--- src/rtl/cache_fill_pkg.sv ---
// Shared types and helpers for the cache line fill unit.
//   fill_state_e   : fill engine states {IDLE, WB, RD, DONE}
//   LINE_WORDS_DEF : default words per cache line
//   BEAT_BYTES     : bytes per memory beat (32-bit bus)
//   line_off()     : number of line-offset address bits for a given line size
package cache_fill_pkg;

  localparam int LINE_WORDS_DEF = 4;
  localparam int BEAT_BYTES     = 4;

  typedef enum logic [1:0] {
    IDLE = 2'd0,
    WB   = 2'd1,
    RD   = 2'd2,
    DONE = 2'd3
  } fill_state_e;

  // log2 of the line size in bytes; LINE_WORDS is a power of two.
  function automatic int line_off(input int line_words);
    return $clog2(line_words * BEAT_BYTES);
  endfunction

endpackage

--- src/rtl/cache_line_buffer.sv ---
// Line-sized register file shared by writeback and refill.
//   clk_i, rst_ni : clock, async active-low reset (clears all words)
//   load_i        : bulk load of load_line_i (victim line), word 0 in LSBs
//   wr_en_i       : indexed word write of wr_data_i at wr_idx_i (refill data)
//   rd_idx_i      : indexed read, result on rd_data_o (writeback data)
//   line_o        : whole line, word 0 in LSBs
module cache_line_buffer #(
  parameter int LINE_WORDS = 4,
  parameter int DATA_W     = 32,
  parameter int IDX_W      = $clog2(LINE_WORDS)
) (
  input  logic                         clk_i,
  input  logic                         rst_ni,
  input  logic                         load_i,
  input  logic [LINE_WORDS*DATA_W-1:0] load_line_i,
  input  logic                         wr_en_i,
  input  logic [IDX_W-1:0]             wr_idx_i,
  input  logic [DATA_W-1:0]            wr_data_i,
  input  logic [IDX_W-1:0]             rd_idx_i,
  output logic [DATA_W-1:0]            rd_data_o,
  output logic [LINE_WORDS*DATA_W-1:0] line_o
);

  logic [LINE_WORDS-1:0][DATA_W-1:0] words_q;

  always_ff @(posedge clk_i or negedge rst_ni) begin
    if (!rst_ni) begin
      words_q <= '0;
    end else begin
      for (int w = 0; w < LINE_WORDS; w++) begin
        if (load_i)
          words_q[w] <= load_line_i[w*DATA_W +: DATA_W];
        else if (wr_en_i && (wr_idx_i == IDX_W'(w)))
          words_q[w] <= wr_data_i;
      end
    end
  end

  assign rd_data_o = words_q[rd_idx_i];
  assign line_o    = words_q;

endmodule

--- src/rtl/cache_line_fill_unit.sv ---
// Cache line fill engine between the data-cache controller and main memory.
// Clean miss: read one line. Dirty miss: write the victim line back, then
// read the new line. Completion is a one-cycle DONE state that strobes the
// line into the cache array and pulses cache_ready_o (clean) or
// mem_ready_o (dirty).
//   Controller side : refill_req_i, wb_req_i, miss_addr_i, victim_addr_i,
//                     victim_line_i, busy_o, fill_line_o, fill_we_o,
//                     cache_ready_o, mem_ready_o
//   Memory side     : mem_req_o/mem_gnt_i handshake per beat, mem_we_o,
//                     mem_addr_o, mem_wdata_o, in-order mem_rvalid_i/mem_rdata_i
//   Perf counters   : wb_cnt_o, busy_cyc_o, built only when
//                     CACHE_FILL_PERF_CNT_EN is defined, else tied to 0
module cache_line_fill_unit
  import cache_fill_pkg::*;
#(
  parameter int ADDR_W     = 32,
  parameter int DATA_W     = 32,
  parameter int LINE_WORDS = LINE_WORDS_DEF
) (
  input  logic                         clk_i,
  input  logic                         rst_ni,
  input  logic                         refill_req_i,
  input  logic                         wb_req_i,
  input  logic [ADDR_W-1:0]            miss_addr_i,
  input  logic [ADDR_W-1:0]            victim_addr_i,
  input  logic [LINE_WORDS*DATA_W-1:0] victim_line_i,
  output logic                         busy_o,
  output logic [LINE_WORDS*DATA_W-1:0] fill_line_o,
  output logic                         fill_we_o,
  output logic                         cache_ready_o,
  output logic                         mem_ready_o,
  output logic                         mem_req_o,
  output logic                         mem_we_o,
  output logic [ADDR_W-1:0]            mem_addr_o,
  output logic [DATA_W-1:0]            mem_wdata_o,
  input  logic                         mem_gnt_i,
  input  logic                         mem_rvalid_i,
  input  logic [DATA_W-1:0]            mem_rdata_i,
  output logic [31:0]                  wb_cnt_o,
  output logic [31:0]                  busy_cyc_o
);

  localparam int OFF   = line_off(LINE_WORDS);
  localparam int IDX_W = $clog2(LINE_WORDS);
  // One extra bit so a counter can hold LINE_WORDS itself.
  localparam int CNT_W = IDX_W + 1;
  localparam logic [CNT_W-1:0] LAST = CNT_W'(LINE_WORDS - 1);
  localparam logic [CNT_W-1:0] FULL = CNT_W'(LINE_WORDS);

  function automatic logic [ADDR_W-1:0] line_base(input logic [ADDR_W-1:0] a);
    logic [ADDR_W-1:0] b;
    b          = a;
    b[OFF-1:0] = '0;
    return b;
  endfunction

  function automatic logic [ADDR_W-1:0] beat_addr(input logic [ADDR_W-1:0] base,
                                                  input logic [CNT_W-1:0]  idx);
    return base + (ADDR_W'(idx) << 2);
  endfunction

  fill_state_e            state_q, state_d;
  logic                   job_dirty_q;
  logic [ADDR_W-1:0]      vic_base_q, miss_base_q;
  logic [CNT_W-1:0]       wr_idx_q, iss_idx_q, rcv_idx_q;
  logic [DATA_W-1:0]      buf_rd_data;

  logic idle_wb_start, idle_rd_start, rd_accept;

  assign idle_wb_start = (state_q == IDLE) && wb_req_i;
  assign idle_rd_start = (state_q == IDLE) && !wb_req_i && refill_req_i;
  // Guarded so a surplus response can never overrun the line.
  assign rd_accept     = (state_q == RD) && mem_rvalid_i && (rcv_idx_q < FULL);

  // ---------------------------------------------------------------------
  // FSM: state register
  // ---------------------------------------------------------------------
  always_ff @(posedge clk_i or negedge rst_ni) begin
    if (!rst_ni) state_q <= IDLE;
    else         state_q <= state_d;
  end

  // ---------------------------------------------------------------------
  // FSM: next state and outputs
  // ---------------------------------------------------------------------
  always_comb begin
    state_d       = state_q;
    mem_req_o     = 1'b0;
    mem_we_o      = 1'b0;
    mem_addr_o    = '0;
    mem_wdata_o   = '0;
    fill_we_o     = 1'b0;
    cache_ready_o = 1'b0;
    mem_ready_o   = 1'b0;
    unique case (state_q)
      IDLE: begin
        if (wb_req_i)          state_d = WB;
        else if (refill_req_i) state_d = RD;
      end
      WB: begin
        mem_req_o   = 1'b1;
        mem_we_o    = 1'b1;
        mem_addr_o  = beat_addr(vic_base_q, wr_idx_q);
        mem_wdata_o = buf_rd_data;
        if (mem_gnt_i && (wr_idx_q == LAST)) state_d = RD;
      end
      RD: begin
        mem_req_o = (iss_idx_q < FULL);
        if (mem_req_o) mem_addr_o = beat_addr(miss_base_q, iss_idx_q);
        if (rd_accept && (rcv_idx_q == LAST)) state_d = DONE;
      end
      DONE: begin
        fill_we_o     = 1'b1;
        cache_ready_o = !job_dirty_q;
        mem_ready_o   = job_dirty_q;
        state_d       = IDLE;
      end
      default: state_d = IDLE;
    endcase
  end

  assign busy_o = (state_q != IDLE);

  // ---------------------------------------------------------------------
  // Job registers and beat counters
  // ---------------------------------------------------------------------
  always_ff @(posedge clk_i or negedge rst_ni) begin
    if (!rst_ni) begin
      job_dirty_q <= 1'b0;
      vic_base_q  <= '0;
      miss_base_q <= '0;
      wr_idx_q    <= '0;
      iss_idx_q   <= '0;
      rcv_idx_q   <= '0;
    end else begin
      unique case (state_q)
        IDLE: begin
          if (idle_wb_start) begin
            vic_base_q  <= line_base(victim_addr_i);
            miss_base_q <= line_base(miss_addr_i);
            job_dirty_q <= 1'b1;
          end else if (idle_rd_start) begin
            miss_base_q <= line_base(miss_addr_i);
            job_dirty_q <= 1'b0;
          end
        end
        WB: begin
          if (mem_gnt_i) wr_idx_q <= (wr_idx_q == LAST) ? '0 : wr_idx_q + 1'b1;
        end
        RD: begin
          // Issue and receive run concurrently and are counted independently.
          if (mem_req_o && mem_gnt_i) iss_idx_q <= iss_idx_q + 1'b1;
          if (rd_accept)              rcv_idx_q <= rcv_idx_q + 1'b1;
        end
        DONE: begin
          wr_idx_q  <= '0;
          iss_idx_q <= '0;
          rcv_idx_q <= '0;
        end
        default: ;
      endcase
    end
  end

  // Victim data is loaded as the job starts; refill words then overwrite
  // it in place, so one buffer serves both directions.
  cache_line_buffer #(
    .LINE_WORDS (LINE_WORDS),
    .DATA_W     (DATA_W),
    .IDX_W      (IDX_W)
  ) u_buf (
    .clk_i       (clk_i),
    .rst_ni      (rst_ni),
    .load_i      (idle_wb_start),
    .load_line_i (victim_line_i),
    .wr_en_i     (rd_accept),
    .wr_idx_i    (rcv_idx_q[IDX_W-1:0]),
    .wr_data_i   (mem_rdata_i),
    .rd_idx_i    (wr_idx_q[IDX_W-1:0]),
    .rd_data_o   (buf_rd_data),
    .line_o      (fill_line_o)
  );

  // ---------------------------------------------------------------------
  // Performance counters
  // ---------------------------------------------------------------------
`ifdef CACHE_FILL_PERF_CNT_EN
  logic [31:0] wb_cnt_q, busy_cyc_q;

  always_ff @(posedge clk_i or negedge rst_ni) begin
    if (!rst_ni) begin
      wb_cnt_q   <= '0;
      busy_cyc_q <= '0;
    end else begin
      if (idle_wb_start) wb_cnt_q   <= wb_cnt_q + 32'd1;
      if (busy_o)        busy_cyc_q <= busy_cyc_q + 32'd1;
    end
  end

  assign wb_cnt_o   = wb_cnt_q;
  assign busy_cyc_o = busy_cyc_q;
`else
  assign wb_cnt_o   = '0;
  assign busy_cyc_o = '0;
`endif

endmodule

--- config.mk ---
export PLATFORM = sky130hd
export DESIGN_NAME = cache_line_fill_unit
export DESIGN_NICKNAME = d
export VERILOG_FILES = /design/src/rtl/cache_fill_pkg.sv /design/src/rtl/cache_line_buffer.sv /design/src/rtl/cache_line_fill_unit.sv
export SDC_FILE = /design/constraint.sdc
export NUM_CORES = 1
export LEC_CHECK = 0
export ABC_AREA = 1
export CORE_AREA = 2 2 192 194
export DETAILED_ROUTE_END_ITERATION = 10
export DIE_AREA = 0 0 194 196
export PLACE_DENSITY = 0.68
export SYNTH_ARGS = -nofsm -noshare
export SYNTH_HDL_FRONTEND = slang
export SYNTH_SLANG_ARGS = --single-unit
--- constraint.sdc ---
create_clock -name clk_i -period 3 [get_ports clk_i]
set_input_delay 0.45 -clock clk_i [delete_from_list [all_inputs] [get_ports clk_i]]
set_output_delay 0.45 -clock clk_i [all_outputs]
set_load 0.02 [all_outputs]
### After elaboration in Yosys (flattened, before gate mapping)

Index checks and enable logic that the tools add are counted.

| cells by class | value |
|---|---|
| $add $sub $neg | 5 |
| magnitude comparators | 3 |
| equality and inequality tests | 14 |
| multiplexer cells | 34 |
| reduce and logical (&&, ||, !) cells | 30 |

Operator list:

| cell | count |
|---|---|
| 32-bit two-way mux | 13 |
| 32-bit by 5-bit adder with 32-bit output | 2 |
| 32-bit binary-select mux with 2-bit select | 1 |
| 32-bit one-hot mux with 2 select lines | 1 |
| 3-bit one-hot mux with 2 select lines | 3 |
| 2-bit nonzero test | 8 |
| 1-bit logical AND | 12 |
| 3-bit two-way mux | 4 |
| 2-bit AND reduction | 5 |
| 3-bit by 1-bit adder with 3-bit output, second input constant | 3 |
| 2-bit == test, second input constant | 4 |
| 2-bit two-way mux | 4 |
| 2-bit one-hot mux with 4 select lines | 1 |
| 3-bit by 2-bit == test with 1-bit output, second input constant | 2 |
| 3-bit less-than comparator, second input constant | 2 |
| 1-bit two-way mux | 6 |
| 2-bit inequality test, second input constant | 3 |
| 2-bit by 1-bit == test with 1-bit output, second input constant | 2 |
| 2-bit logical NOT | 2 |
| 2-bit by 1-bit inequality test with 1-bit output, second input constant | 2 |
| 2-bit by 3-bit less-than comparator with 1-bit output, second input constant | 1 |
| 3-bit inequality test, second input constant | 1 |
| 3-bit AND reduction | 1 |
| 1-bit logical NOT | 2 |
| 1-bit one-hot mux with 2 select lines | 1 |

| word-level totals | value |
|---|---|
| register bits after elaboration | 200 |
| bits of input ports | 230 |
| output and inout port bits | 262 |
| logic and storage cells | 97 |

### Logic depth before layout (Yosys ltp)

| depth | value |
|---|---|
| word-level depth | 6 |
| mapped depth | 11 |
| mapped depth without buffers | 11 |

### Hierarchy

A second synthesis with hierarchy kept.

| unflattened totals | value |
|---|---|
| cell total of the unflattened synthesis | 1926 |
| area total of the unflattened synthesis | 12523.3 µm² |

By module, submodules not included:

| module | times used | cells an instance | area each (µm²) | sequential area each (µm²) |
|---|---|---|---|---|
| cache_line_buffer | 1 | 1114 | 7363.3 | 3203.1 |
| cache_line_fill_unit | 1 | 812 | 5159.9 | 1701.6 |

### Least setup slack after synthesis

No wires, ideal clock.

| path | value |
|---|---|
| path type | reg2out |
| start point | register state_q[1] |
| end point | output mem_wdata_o[10] |
| arrival time | 1.651 ns |
| data required time | 2.550 ns |
| setup slack | 0.899 ns |
| stages on the path, launching flop included | 7 |
| buffers on the path | 2 |
| cells stage by stage | dfrtp_1 inv_1 ha_1 inv_2 buf_2 buf_1 a21oi_1 |

| between the ends | value |
|---|---|
| cells in the longest elaborated chain, start to end | 2 |

RTL lines:

| element | RTL line | source |
|---|---|---|
| start: declaration | cache_line_fill_unit.sv:62 | `fill_state_e state_q, state_d;` |
| start signal: assignment | cache_line_fill_unit.sv:80 | `else state_q <= state_d;` |
| 2-bit by 1-bit == test with 1-bit output | cache_line_fill_unit.sv:95 | `unique case (state_q)` |
| 32-bit two-way mux | cache_line_fill_unit.sv:95 |  |
| end: declaration | cache_line_fill_unit.sv:35 | `output logic [DATA_W-1:0] mem_wdata_o,` |

Every way passes these cells.

### Final worst setup path

| path | value |
|---|---|
| start point | register state_q[0] |
| end point | output mem_addr_o[5] |

| between the ends | value |
|---|---|
| cells in the longest elaborated chain, start to end | 2 |
| elaborated cells on any way between the ends | 3 |
| those cells by class | eq/ne (2); mux (1) |

RTL lines:

| element | RTL line | source |
|---|---|---|
| 2-bit == test or 2-bit by 1-bit == test with 1-bit output (tied branches) | cache_line_fill_unit.sv:95 |  |
| 32-bit one-hot mux with 2 select lines (*) | cache_line_fill_unit.sv:95 |  |
| end: declaration | cache_line_fill_unit.sv:34 | `output logic [ADDR_W-1:0] mem_addr_o,` |

Every way passes the cells marked *; elsewhere a longest branch is shown, timed or not.

==> tab_implementation.tex <==
\begin{tabular}{lr}
\hline
Metric & Value \\
\hline
\multicolumn{2}{l}{\textbf{Floorplanning}} \\
Vertical die dimension & 196 um \\
Core Footprint & 36100 um2 \\
Starting Density & 32.5\% \\
I/O pin cnt & 492 \\
Full die area & 38000 um2 \\
Die boundary width & 194 um \\
Row Count & 70 \\
\multicolumn{2}{l}{\textbf{Power}} \\
Max rail drop VDD & 0.000541 V \\
Total design power & 0.0186 W \\
Power density over the cells & 1110 nW/um2 \\
Static leakage power & 7.36 nW \\
\multicolumn{2}{l}{\textbf{GRT}} \\
Vias in the first global route & 12400 \\
Initial antenna violation count & 8 \\
Largest net degree at the start of global routing & 86 \\
Sum of overflow across all layers after global routing & 0 \\
Global-route wire length before repair & 74500 um \\
All-layer global routing usage & 25.6\% \\
\multicolumn{2}{l}{\textbf{Finish}} \\
Post-Route Utilization & 46.4\% \\
Fraction of layout cells with a size suffix above 1 & 8.59\% \\
Multi-input gate area in the final layout & 5890 um2 \\
Area used by sequential logic in the layout & 4910 um2 \\
Layout Nets & 2186 \\
Design Area, Final & 16700 um2 \\
Area Growth Syn to Fin & 42.9\% \\
Number of fill cells in the layout & 3665 \\
\multicolumn{2}{l}{\textbf{Drt}} \\
Final Routed Wirelength & 49300 um \\
Post-detailed-route wirelength per cell & 20.3 um \\
Remaining number of nets flagged by the antenna check after routing & 0 \\
Total iterations of the first detailed-routing run & 5 \\
\# DRC & 0 \\
Detailed Route Iter0 Violations & 938 \\
Routed via count & 12500 \\
Ratio of routed vias to standard cells & 5.17 \\
\multicolumn{2}{l}{\textbf{Clock tree}} \\
CTS buffer count & 17 \\
Clock transition at the registers of the reported paths & 0.08 ns \\
Clock Sink Count & 196 \\
Clock tree root buffer cell & sky130\_fd\_sc\_hd\_\_clkbuf\_16 \\
CTS tree & built \\
Worst skew pair latency & 0.45 ns \\
Clock Path Buffers & 2 \\
Deepest level of the CTS H-tree & 4 \\
\multicolumn{2}{l}{\textbf{Logic synthesis}} \\
Register bit total from synthesis & 196 \\
Number of instances in the synthesized netlist & 1562 \\
Sequential share of the synthesized area & 41.8\% \\
Top area cells in the synthesized netlist & sky130\_fd\_sc\_hd\_\_dfrtp\_1 42\%, sky130\_fd\_sc\_hd\_\_nor2\_1 11\%, sky130\_fd\_sc\_hd\_\_nand3\_1 7.7\% \\
Post-Synthesis Cell Area & 11700 um2 \\
Post-synthesis cell type count & 36 \\
Synth warnings & 0 \\
Top-area cell type share of the netlist area & 41.8\% \\
Mean instance size in the synthesized netlist & 7.50 um2 \\
Cell accounting for the most synthesized area & sky130\_fd\_sc\_hd\_\_dfrtp\_1 \\
\multicolumn{2}{l}{\textbf{Timing}} \\
Worst-case hold slack & 0.497 ns \\
Minimum setup slack in the final design & 0.123 ns \\
Number of max-slew violations in the final report & 0 \\
Number of setup violations in the final report & 0 \\
Slew at the pin closest to its max-slew limit & 1.01 ns \\
Part of the cycle the worst path needs & 95.9\% \\
Fmax & 0.348 GHz \\
Normalized max-slew margin & 32.4\% \\
Worst-case clock skew & 0.0124 ns \\
Min Clock Period, post-route & 2.88 ns \\
Total count of hold-check failures in the final report & 0 \\
Setup repair after global routing missed its margin & yes \\
\multicolumn{2}{l}{\textbf{Setup path}} \\
CP arrival & 2.43 ns \\
Startpoint types & flop \\
Worst Setup SP & state\_q[0]\$\_DFFE\_PN0P\_ \\
Worst Setup Path Type & flop to output pin \\
Data required time at the worst endpoint & 2.55 ns \\
Max stage delay on crit path & 0.40 ns \\
Source of the worst register-to-register timing path & state\_q[0]\$\_DFFE\_PN0P\_ \\
Max stage delay cell, worst path & sky130\_fd\_sc\_hd\_\_dfrtp\_1 \\
CP most frequent cell & sky130\_fd\_sc\_hd\_\_nand2\_1 \\
Worst Reg-to-Reg Cells & 10 \\
Critical path peak fanout & 11 \\
Cell-by-cell trace of the critical path & inv\_1, ha\_1, nand2\_1, clkinv\_1, buf\_4, nand2\_1, a21oi\_1, dlygate4sd2\_1 \\
Endpoint class of the critical path & output pin \\
\multicolumn{2}{l}{\textbf{Run status}} \\
Result of the run & finished, final reports clean \\
\multicolumn{2}{l}{\textbf{Placed design}} \\
DPL Wire Length & 36400 um \\
Standard cell area after detailed placement & 16100 um2 \\
Minimum setup slack after placement & 0.101 ns \\
Number of port buffers & 417 \\
Placer's final routability congestion estimate & 0.997 \\
\multicolumn{2}{l}{\textbf{Hold path}} \\
Hold Crit Class & input pin to async pin \\
\multicolumn{2}{l}{\textbf{Job}} \\
Max-cap viol count & 0 \\
\hline
\end{tabular}
path summary, 6_finish.rpt:
check / to / slack, ns
max in group asynchronous: vic_base_q[11]$_DFFE_PN0P_ / 1.68
worst max register to register: u_buf.line_o[124]$_DFFE_PN0P_ / 0.82
worst max-delay path: mem_addr_o[5] / 0.12
min in group clk_i: job_dirty_q$_DFFE_PN0P_ / 0.52
worst min register to register: job_dirty_q$_DFFE_PN0P_ / 0.52
worst min-delay path: vic_base_q[15]$_DFFE_PN0P_ / 0.50
critical path: cells and delay by family (launching register included):
family | cells | cell delay, ns
flip-flops | 1 | 0.40
AND/OR/NAND/NOR | 2 | 0.26
buffers and inverters | 4 | 0.89
AO/OA/AOI/OAI | 1 | 0.20
adder cells (fa/ha/maj) | 1 | 0.22
cells in the final DEF, fill, tap and decap left out, types with 9 or more instances in the layout:
cell,synthesis,routed
sky130_fd_sc_hd__a31oi_1,129,129
sky130_fd_sc_hd__clkbuf_16,0,17
sky130_fd_sc_hd__dlymetal6s2s_1,0,30
sky130_fd_sc_hd__nand2_1,211,211
sky130_fd_sc_hd__inv_1,56,56
sky130_fd_sc_hd__o21ai_0,104,102
sky130_fd_sc_hd__nor2_1,332,332
sky130_fd_sc_hd__ha_1,14,10
sky130_fd_sc_hd__mux2_1,12,12
sky130_fd_sc_hd__clkdlybuf4s50_1,0,353
sky130_fd_sc_hd__mux2_2,17,17
sky130_fd_sc_hd__buf_4,81,38
sky130_fd_sc_hd__nand3_1,181,180
sky130_fd_sc_hd__conb_1,1,66
sky130_fd_sc_hd__a21oi_2,2,9
sky130_fd_sc_hd__a21oi_1,86,79
sky130_fd_sc_hd__dfrtp_1,196,192
sky130_fd_sc_hd__nand2_2,10,10
sky130_fd_sc_hd__nor2_2,13,12
sky130_fd_sc_hd__dlygate4sd2_1,0,15
sky130_fd_sc_hd__clkbuf_2,0,13
cell families (layout without fill, tap and decap cells):
logic type               after synthesis  in the layout  share of synthesized area, %
AO/OA/AOI/OAI                        327            327                          15.5
adder cells (fa/ha/maj)               14             14                          1.49
buffers and inverters                226            554                          10.5
flip-flops                           196            196                          41.8
multiplexers                          29             29                          2.79
other                                  1             71                        0.0320
AND/OR/NAND/NOR                      769            769                          27.9
per-layer routing:
metal  routed length [um]  global-route usage [%]
met1                19300                    31.1
met2                23800                    42.9
met3                 4670                    7.58
met4                 1510                    9.46
met5                   27                       0
where the power goes:
group / internal [W] / total, W / switching [W]
combinational: 0.00421 / 0.0109 / 0.00673
sequential: 0.00398 / 0.00530 / 0.00133
clock: 0.00125 / 0.00241 / 0.00116
total: 0.00943 / 0.0186 / 0.00921
through the flow:
step,cells,TNS (ns)
2_1_floorplan,1627,0
3_3_place_gp,2389,0
3_5_place_dp,2389,0
4_1_cts,2422,0
5_1_grt,2427,-0.0609
6_report,2428,0
registers in the layout (all words and copies together), names as in the netlist:
| register | cells |
|---|---|
| state_q | 2 |
| iss_idx_q | 3 |
| miss_base_q | 28 |
| rcv_idx_q | 3 |
| u_buf.line_o | 128 |
| job_dirty_q | 1 |
| vic_base_q | 28 |
| wr_idx_q | 3 |
layout make-up:
class	instances	share of cell area (%)
diodes	5	0.0747
clock buffers	20	2.79
clock inverters	12	0.807
inverters	63	1.41
multi-input cells	1205	35.1
flip-flops and latches	196	29.3
well taps	468	3.50
repair buffers	459	27.0
cells in the mapped netlist:
cell,n
sky130_fd_sc_hd__nor2_1,332
sky130_fd_sc_hd__nand2_1,211
sky130_fd_sc_hd__dfrtp_1,196
sky130_fd_sc_hd__nand3_1,181
sky130_fd_sc_hd__a31oi_1,129
sky130_fd_sc_hd__o21ai_0,104
sky130_fd_sc_hd__a21oi_1,86
sky130_fd_sc_hd__buf_4,81
sky130_fd_sc_hd__inv_1,56
sky130_fd_sc_hd__buf_2,53
sky130_fd_sc_hd__clkbuf_1,22
sky130_fd_sc_hd__mux2_2,17
sky130_fd_sc_hd__ha_1,14
sky130_fd_sc_hd__nor2_2,13
sky130_fd_sc_hd__mux2_1,12
sky130_fd_sc_hd__nand2_2,10
sky130_fd_sc_hd__buf_1,5
sky130_fd_sc_hd__inv_2,5
sky130_fd_sc_hd__nand4_1,4
sky130_fd_sc_hd__nor2_4,4
sky130_fd_sc_hd__or2_2,4
sky130_fd_sc_hd__a21oi_2,2
sky130_fd_sc_hd__clkinv_1,2
sky130_fd_sc_hd__nand2_4,2
sky130_fd_sc_hd__nand3_2,2
sky130_fd_sc_hd__nor3_1,2
sky130_fd_sc_hd__o21ai_1,2
sky130_fd_sc_hd__o21bai_1,2
sky130_fd_sc_hd__or2_1,2
sky130_fd_sc_hd__buf_6,1
sky130_fd_sc_hd__clkbuf_4,1
sky130_fd_sc_hd__conb_1,1
sky130_fd_sc_hd__nand3b_1,1
sky130_fd_sc_hd__nor3_2,1
sky130_fd_sc_hd__o211ai_1,1
sky130_fd_sc_hd__o22ai_1,1
repair_timing:
action / CTS / global route
endpoints found under the setup margin: 30 / 50
hold buffers: 1 / 0
pin swaps: 0 / 2
cloned: 0 / 0
setup buffers: 0 / 1
resized for setup: 46 / 69
hold endpoints to repair: 43 / 0
Power figures use the tool's default switching activity.
